<file path="src/rtl/vga_board_capture.sv">
// rtl/vga_board_capture.sv - captures an 8x8 game board from a 640x480@60 VGA pixel stream
//
// Recovers pixel/line position from hsync/vsync, qualifies the timing with a
// line-length lock FSM, samples the centre of every 50x50 cell of a 400x400
// board drawn at (120,40), and publishes the 64-bit board once per cleanly
// locked frame.
//
// Ports:
//   clk         in   1   pixel clock (25.175 MHz nominal), rising edge
//   reset       in   1   synchronous, active-low
//   vga_in      in   8   {hsync,B0,G0,R0,vsync,B1,G1,R1}, syncs active-low
//   board       out  64  last complete captured board, bit = row*8 + col
//   frame_valid out  1   one-clk pulse on the edge that updates board
//   locked      out  1   high while timing lock is held
//   sync_err    out  1   one-clk pulse per lost-lock event
//   live_count  out  7   population count of board (only with VGA_CAPTURE_POPCOUNT_EN)
//
// Build option: define VGA_CAPTURE_POPCOUNT_EN to add the live_count output.
module vga_board_capture (
    input  logic        clk,
    input  logic        reset,
    input  logic [7:0]  vga_in,
    output logic [63:0] board,
    output logic        frame_valid,
    output logic        locked,
    output logic        sync_err
`ifdef VGA_CAPTURE_POPCOUNT_EN
    ,
    output logic [6:0]  live_count
`endif
);

    localparam logic [9:0] H_SYNC_LOAD = 10'd656;
    localparam logic [9:0] H_MAX       = 10'd799;
    localparam logic [9:0] V_SYNC_LOAD = 10'd490;
    localparam logic [9:0] V_MAX       = 10'd524;
    localparam logic [9:0] LINE_LEN    = 10'd800;
    localparam logic [9:0] LLEN_SAT    = 10'd1023;
    localparam logic [6:0] CELLS       = 7'd64;

    typedef enum logic [1:0] {
        SEARCH = 2'd0,
        SYNCED = 2'd1,
        LOCKED = 2'd2
    } state_t;

    state_t      state;
    state_t      state_n;
    logic        err_n;

    logic [7:0]  sync1;
    logic [7:0]  sync2;
    logic [7:0]  vga_d;
    logic        hs_fall;
    logic        vs_fall;
    logic        alive;

    logic [9:0]  hcnt;
    logic [9:0]  vcnt;
    logic [9:0]  llen;
    logic        line_good;
    logic        line_bad;

    logic        col_hit;
    logic        row_hit;
    logic [2:0]  col_idx;
    logic [2:0]  row_idx;
    logic        sample_en;

    logic [63:0] shadow;
    logic [6:0]  sample_cnt;
    logic        frame_clean;
    logic        publish;

    // vga_d is one stage behind sync2 so that the pixel colour it holds lines
    // up with hcnt/vcnt, which are loaded one clock after the sync edge is seen.
    assign hs_fall = vga_d[7] & ~sync2[7];
    assign vs_fall = vga_d[3] & ~sync2[3];

    // Alive colour is R=11, G=01, B=00; everything else reads as dead.
    assign alive = vga_d[0] & vga_d[4] & ~vga_d[1] & vga_d[5] & ~vga_d[2] & ~vga_d[6];

    // llen holds the clock count since the last hsync edge; it resets to 1023
    // so the first edge after reset never qualifies as a good line.
    assign line_good = hs_fall && (llen == LINE_LEN);
    assign line_bad  = (hs_fall && (llen != LINE_LEN)) || (llen == LLEN_SAT);

    assign locked = (state == LOCKED);

    always_comb begin
        col_hit = 1'b0;
        row_hit = 1'b0;
        col_idx = 3'd0;
        row_idx = 3'd0;
        for (int i = 0; i < 8; i++) begin
            if (hcnt == 10'(145 + 50 * i)) begin
                col_hit = 1'b1;
                col_idx = 3'(i);
            end
            if (vcnt == 10'(65 + 50 * i)) begin
                row_hit = 1'b1;
                row_idx = 3'(i);
            end
        end
    end

    assign sample_en = col_hit & row_hit;

    always_ff @(posedge clk) begin
        if (!reset) begin
            state <= SEARCH;
        end else begin
            state <= state_n;
        end
    end

    always_comb begin
        state_n = state;
        err_n   = 1'b0;
        case (state)
            SEARCH: begin
                if (line_good) begin
                    state_n = SYNCED;
                end
            end
            SYNCED: begin
                if (line_bad) begin
                    state_n = SEARCH;
                end else if (vs_fall) begin
                    state_n = LOCKED;
                end
            end
            LOCKED: begin
                if (line_bad) begin
                    state_n = SEARCH;
                    err_n   = 1'b1;
                end
            end
            default: begin
                state_n = SEARCH;
            end
        endcase
    end

    // A frame is published only if lock held from the vsync that opened it
    // through the vsync that closes it, and every cell was sampled.
    assign publish = vs_fall && frame_clean && (sample_cnt == CELLS) &&
                     (state == LOCKED) && (state_n == LOCKED);

    always_ff @(posedge clk) begin
        if (!reset) begin
            sync1       <= 8'hFF;
            sync2       <= 8'hFF;
            vga_d       <= 8'hFF;
            hcnt        <= 10'd0;
            vcnt        <= 10'd0;
            llen        <= LLEN_SAT;
            shadow      <= 64'd0;
            sample_cnt  <= 7'd0;
            frame_clean <= 1'b0;
            board       <= 64'd0;
            frame_valid <= 1'b0;
            sync_err    <= 1'b0;
        end else begin
            sync1 <= vga_in;
            sync2 <= sync1;
            vga_d <= sync2;

            sync_err    <= err_n;
            frame_valid <= publish;

            if (hs_fall) begin
                hcnt <= H_SYNC_LOAD;
            end else if (hcnt == H_MAX) begin
                hcnt <= 10'd0;
            end else begin
                hcnt <= hcnt + 10'd1;
            end

            if (vs_fall) begin
                vcnt <= V_SYNC_LOAD;
            end else if (hs_fall) begin
                vcnt <= (vcnt == V_MAX) ? 10'd0 : vcnt + 10'd1;
            end

            if (hs_fall) begin
                llen <= 10'd1;
            end else if (llen != LLEN_SAT) begin
                llen <= llen + 10'd1;
            end

            if (sample_en) begin
                shadow[{row_idx, col_idx}] <= alive;
            end

            if (vs_fall) begin
                sample_cnt <= 7'd0;
            end else if (sample_en && (sample_cnt != CELLS)) begin
                sample_cnt <= sample_cnt + 7'd1;
            end

            if (vs_fall) begin
                frame_clean <= (state_n == LOCKED);
            end else if (state_n != LOCKED) begin
                frame_clean <= 1'b0;
            end

            if (publish) begin
                board <= shadow;
            end
        end
    end

`ifdef VGA_CAPTURE_POPCOUNT_EN
    function automatic logic [6:0] popcount64(input logic [63:0] v);
        logic [6:0] n;
        n = 7'd0;
        for (int i = 0; i < 64; i++) begin
            n = n + 7'(v[i]);
        end
        return n;
    endfunction

    always_ff @(posedge clk) begin
        if (!reset) begin
            live_count <= 7'd0;
        end else if (publish) begin
            live_count <= popcount64(shadow);
        end
    end
`endif

endmodule

</file>
<file path="config.mk">
export PLATFORM = sky130hd
export DESIGN_NAME = vga_board_capture
export DESIGN_NICKNAME = d
export VERILOG_FILES = /design/src/rtl/vga_board_capture.sv
export SDC_FILE = /design/constraint.sdc
export NUM_CORES = 1
export LEC_CHECK = 0
export ABC_CLOCK_PERIOD_IN_PS = 2750
export CORE_MARGIN = 2
export CORE_UTILIZATION = 57
export DETAILED_ROUTE_END_ITERATION = 10
export DONT_BUFFER_PORTS = 1
export PLACE_DENSITY = 0.83
export SYNTH_ARGS = -nofsm -noshare
export SYNTH_HDL_FRONTEND = slang
export SYNTH_SLANG_ARGS = --single-unit
</file>
<file path="constraint.sdc">
create_clock -name clk -period 2.75 [get_ports clk]
set_input_delay 0.275 -clock clk [delete_from_list [all_inputs] [get_ports clk]]
set_output_delay 0.275 -clock clk [all_outputs]
set_load 0.02 [all_outputs]
</file>
### After elaboration in Yosys (flattened, before gate mapping)

Index checks and enable logic that the tools add are counted.

* register bits after elaboration: 194
* input port bits: 10
* output and inout bits: 67
* logic and storage cells: 129

* add/sub/neg operators: 4
* $lt $le $gt $ge: 2
* equality and inequality tests: 28
* multiplexer cells: 48
* bitwise logic cells: 14
* reductions and logical operators: 17

Operator list (number)
* $eq A10 B9 Y1 const B: 9
* $bwmux W64: 1
* $eq A10 B8 Y1 const B: 5
* $mux W10: 5
* $eq A10 B10 Y1 const B: 4
* $mux W3: 12
* $add A10 B1 Y10 const B: 3
* $mux W1: 22
* $eq A10 B7 Y1 const B: 2
* $ne A10 B10 Y1 const B: 2
* $mux W9: 2
* $and A1 B1 Y1: 8
* $logic_and A1 B1 Y1: 8
* $mux W2: 4
* $add A7 B1 Y7 const B: 1
* $eq A7 B7 Y1 const B: 1
* $lt A6 B7 Y1 const B: 1
* $ne A7 B7 Y1 const B: 1
* $demux W1 S6: 1
* $ge A6 B1 Y1 const B: 1
* $not A1 Y1: 6
* $pmux W2 S3: 1
* $reduce_bool A2 Y1: 3
* $eq A2 B2 Y1 const B: 2
* other kinds (7): 8

### Logic depth before layout (Yosys ltp)

* word-level depth: 13
* gate-level depth with buffers: 10
* gate-level depth less buffers: 8

### Worst setup path before layout

Ideal clock, no wire load.

* path kind: register -> register
* start point: register llen[0]
* end point: register board[10]
* setup time: 0.132 ns
* arrival: 2.372 ns
* data required time: 2.618 ns
* setup slack: 0.245 ns
* cell stages (with the launch flop): 11
* buffers on the path: 2
* clock period less this slack: 2.505 ns
* path through: dfxtp_1 > inv_1 > ha_1 > or4b_1 > o41ai_2 > nand2_1 > or4_1 > buf_2 > buf_2 > nand2_1 > a21oi_1

* word-level cells in the longest chain between the ends: 7
* elaborated cells on any way between the ends: 12
* classes of those cells: eq/ne: 4; mux: 4; reduce/logical: 4

RTL lines
* start: declaration: line 60 `logic [9:0] llen;`
* start signal: assignment: line 189 `llen <= llen + 10'd1;`
* $ne A10 B10 Y1: line 86 `assign line_bad = (hs_fall && (llen != LINE_LEN)) || (llen == LLEN_SAT);`
* $logic_and A1 B1 Y1: line 86
* $logic_or A1 B1 Y1: line 86
* $mux W2 (on tied branches): line 134, 127
* $pmux W2 S3 (*): line 120 `case (state)`
* $eq A2 B2 Y1 (*): line 148 `(state == LOCKED) && (state_n == LOCKED);`
* $logic_and A1 B1 Y1 (*): line 148
* end signal: assignment: line 209 `board <= shadow;`
* end: declaration: line 23 `output logic [63:0] board,`

Every way passes the cells marked *; elsewhere a longest branch is shown, timed or not.
A chain may end at the register's enable or synchronous reset.

### Worst setup path in the final report

* start point: register vcnt[3]
* end point: register sample_cnt[2]

* word-level cells in the longest chain between the ends: 11
* elaborated cells on any way between the ends: 18
* classes of those cells: eq/ne: 8; mux: 8; bitwise: 1; reduce/logical: 1

RTL lines
* start: declaration: line 59 `logic [9:0] vcnt;`
* start signal: assignment: line 183 `vcnt <= (vcnt == V_MAX) ? 10'd0 : vcnt + 10'd1;`
* $eq A10 B7 Y1: line 100 `if (vcnt == 10'(65 + 50 * i)) begin`
* $mux W1 (7 in a row): line 100
* $mux W1 (*): line 100
* $and A1 B1 Y1 (*): line 107 `assign sample_en = col_hit & row_hit;`
* $logic_and A1 B1 Y1 (*): line 198 `end else if (sample_en && (sample_cnt != CELLS)) begin`
* end signal: assignment: line 199 `sample_cnt <= sample_cnt + 7'd1;`
* end: declaration: line 71 `logic [6:0] sample_cnt;`

Marks and branches as above.

==> reports/results.txt <==
outcome -> completed
largest net degree at the start of global routing -> 75
Max stage delay cell, worst path -> or4b_1
Synth Register Bits -> 194
Final Wtd Congestion -> 0.952
Crit path depth -> 6
Num Clock Sinks -> 194
grt met2 use -> 40.1%
Lkg Pwr -> 3.22 nW
IO Count -> 77
GRT met3 Usage -> 6.98%
area of the core -> 13700 um^2
ant diodes -> 0
via count -> 6851
maxcap violations -> 0
Root Driver -> clkbuf_16
cells on worst reg2reg path -> 6
xor/xnor cell area share of the yosys netlist -> 1.77%
first-pass GRT wire length -> 29700 um
r2r endpoint -> sample_cnt[2]
crit path from -> vcnt[3]
Clock Pin Slew Worst Setup and Hold Paths -> 0.07 ns
PortBufs -> 0
Top FF cell, synth -> dfxtp_1
synthesized area -> 7940 um^2
CP dominant cell by count -> or4_1
max_slew headroom -> 50.0%
Peak Freq -> 375 MHz
area leader, netlist -> dfxtp_1
worst path buffer plus inverter count -> 0
EDFF count, synth -> 0
GR Util met1 -> 33.0%
Seq/Total Area, Yosys -> 48.9%
clock buffer depth -> 2
synthesized net count -> 977
Req. time, crit path -> 3.10 ns
hpwl dp -> 11800 um
WS Path Type -> flip-flop to flip-flop
final hold violations -> 0
vias per cell -> 5.94
largest family of logic cells by synthesized area -> simple AND/OR/NAND/NOR gates
grt ovf -> 0
asr flop ratio synth -> 0%
Sw Ratio -> 23.2%
Yosys warnings -> 0
Internal -> 4.79 mW
commonest non-fill, non-tap cell in the layout -> nand2_1
end of the critical path -> sample_cnt[2]
Hold Worst Slack -> 0.0154 ns
critical path's top delay family -> simple AND/OR/NAND/NOR gates
Die Wd -> 122 um
synth top area cells -> dfxtp_1, nand2_1, a21oi_1
Power Density -> 689 nW/um^2
Gate power share -> 7.9%
fin crit share -> 97.1%
Pre-antenna DRT Iters -> 7
VDD IR max -> 0.000672 V
share of the synthesized area in the top cell type -> 48.9%
post-synthesis compound-gate area fraction -> 14.6%
Clk Latency, worst-skew pair -> 0.44 ns
vias in the first global route -> 6026
final slew viol count -> 0
die area -> 14900 um^2
WL per Instance -> 16.9 um
antenna-violating nets left -> 0
Synth Area per Inst -> 8.29 um^2
most frequent cells in the layout -> nand2_1, dfxtp_1, a21oi_1
minimum clock period -> 2.67 ns
Worst Setup Start Kind -> flip-flop
setup ws final -> 0.0799 ns
TritonCTS buffer count -> 17
Core Rows -> 43
adder-cell share of the synthesized area -> 1.58%
Iteration-0 DRC Markers -> 707
clock skew -> 0.00769 ns
layout cells sized above 1 -> 9.03%
Nets -> 981
Clk pwr share -> 44.0%
reg2reg start -> vcnt[3]
post-synthesis mux area share -> 3.03%
pre-CTS setup slack -> 0.0778 ns
CP Data Arrival Time -> 3.02 ns
Reg power frac -> 48.1%
worst slew pin tran -> 0.749 ns
DR DRC count -> 0
DIE HEIGHT -> 122 um
WL final -> 19500 um
Synth Area in Simple Gates -> 25.9%
Area Overhead vs Synth -> 14.0%
delay of the slowest critical-path stage -> 0.61 ns
net load switching power -> 1.44 mW
H-tree depth -> 4
initial antenna violation count -> 0
busiest layer in global routing -> met2
count of different cell masters after synthesis -> 54
cells along the critical path -> or4b_1 > or4_1 > o2111ai_2 > o21ai_4 > or4_1 > a21oi_1
final setup fails -> 0
R2R Setup Slk -> 0.08 ns
total track usage -> 25.3%
maximum fanout along the worst path -> 8
Tightest Hold Check Type -> input port to flip-flop
Initial Utilization -> 57.8%
CTS tree -> built
Mapped Cells -> 957
crit path capture type -> flip-flop
[stage by stage]
| stage | area [um^2] | TNS, ns | std cells | power [mW] | utilization (%) |
|---|---|---|---|---|---|
| global route | 9040 | -0.00101 | 1154 | 6.44 | 65.9 |
| detailed placement | 8180 | 0 | 1105 | 3.52 | 59.7 |
| floorplan | 7940 | 0 | 957 | 3.41 | - |
| CTS | 8950 | 0 | 1147 | 6.25 | 65.3 |
| finish | 9040 | 0 | 1154 | 6.23 | 65.9 |
| global placement | 8180 | 0 | 1105 | 3.51 | 59.7 |
[worst register-to-register path: cells and delay by family, from the launching register on]
kind | cells | cell delay, ns
AO/OA/AOI/OAI | 3 | 0.55
AND/OR/NAND/NOR | 3 | 1.66
flip-flops | 1 | 0.38
[synth_stat cells, drive strengths merged (4+ instances only)]
| cell | count |
|---|---|
| nand2 | 201 |
| dfxtp | 194 |
| a21oi | 116 |
| nor2 | 55 |
| clkbuf | 54 |
| nand3 | 50 |
| o21ai | 46 |
| nand2b | 29 |
| mux2i | 24 |
| nand4 | 17 |
| inv | 15 |
| buf | 14 |
| xor2 | 11 |
| ha | 10 |
| o211ai | 10 |
| nor2b | 9 |
| a31oi | 8 |
| and3 | 8 |
| and4 | 8 |
| o31ai | 8 |
| or4 | 8 |
| or3 | 7 |
| nor3 | 6 |
| nor4 | 6 |
| xnor2 | 5 |
| nand3b | 4 |
| nor4b | 4 |
[routing by layer]
metal,wire [um],up-vias
met1,8120,3201
met3,1640,39
met5,0,-
met2,9290,316
li1,-,3295
met4,428,0
[flip-flops by register name, indices dropped and copies added, names as in the netlist]
register     cells
board           64
frame_clean      1
frame_valid      1
hcnt            10
llen            10
sample_cnt       7
shadow          64
state            2
sync1            8
sync2            8
sync_err         1
vcnt            10
vga_d            8
[worst min path at each step]
stage / cells after the start / to / from / slack, ns
6_report: 2 / shadow[8] / reset / 0.02
5_1_grt: 2 / shadow[8] / reset / 0.02
4_1_cts: 2 / shadow[8] / reset / 0.0009
3_5_place_dp: 1 / llen[8] / reset / 0.35
3_3_place_gp: 1 / llen[8] / reset / 0.35
2_1_floorplan: 1 / sync1[0] / vga_in[0] / 0.38
[power groups by stage]
| stage | Combinational, mW | Clock (mW) | Sequential [mW] |
|---|---|---|---|
| 2_1_floorplan | 0.376 | 0 | 3.03 |
| 3_3_place_gp | 0.454 | 0 | 3.06 |
| 3_5_place_dp | 0.464 | 0 | 3.06 |
| 4_1_cts | 0.490 | 2.76 | 3.00 |
| 5_1_grt | 0.556 | 2.88 | 3.01 |
| 6_report | 0.493 | 2.74 | 3.00 |
[final cells by class]
class                   instances  area, um^2
clock buffers                  21         460
clock inverters                11         199
fillers                      1086        4680
inverters                      15        57.6
multi-input cells             680        3730
flip-flops and latches        194        3880
well taps                     180         225
repair buffers                 53         484
[logic make-up (layout without fill, tap and decap cells)]
logic type / after synthesis / count (layout)
simple gates: 426 / 426
compound gates: 204 / 204
flops: 194 / 194
buf+inv: 83 / 100
mux: 24 / 24
xor+xnor: 16 / 16
fa+ha+maj: 10 / 10
[timing repair]
item	in CTS	in global routing
setup endpoints to repair	0	67
hold buffers	10	0
gates resized for setup	0	3
hold endpoints to repair	47	0
buffers inserted	0	5
Note: power is estimated with default switching activity, not from simulation.
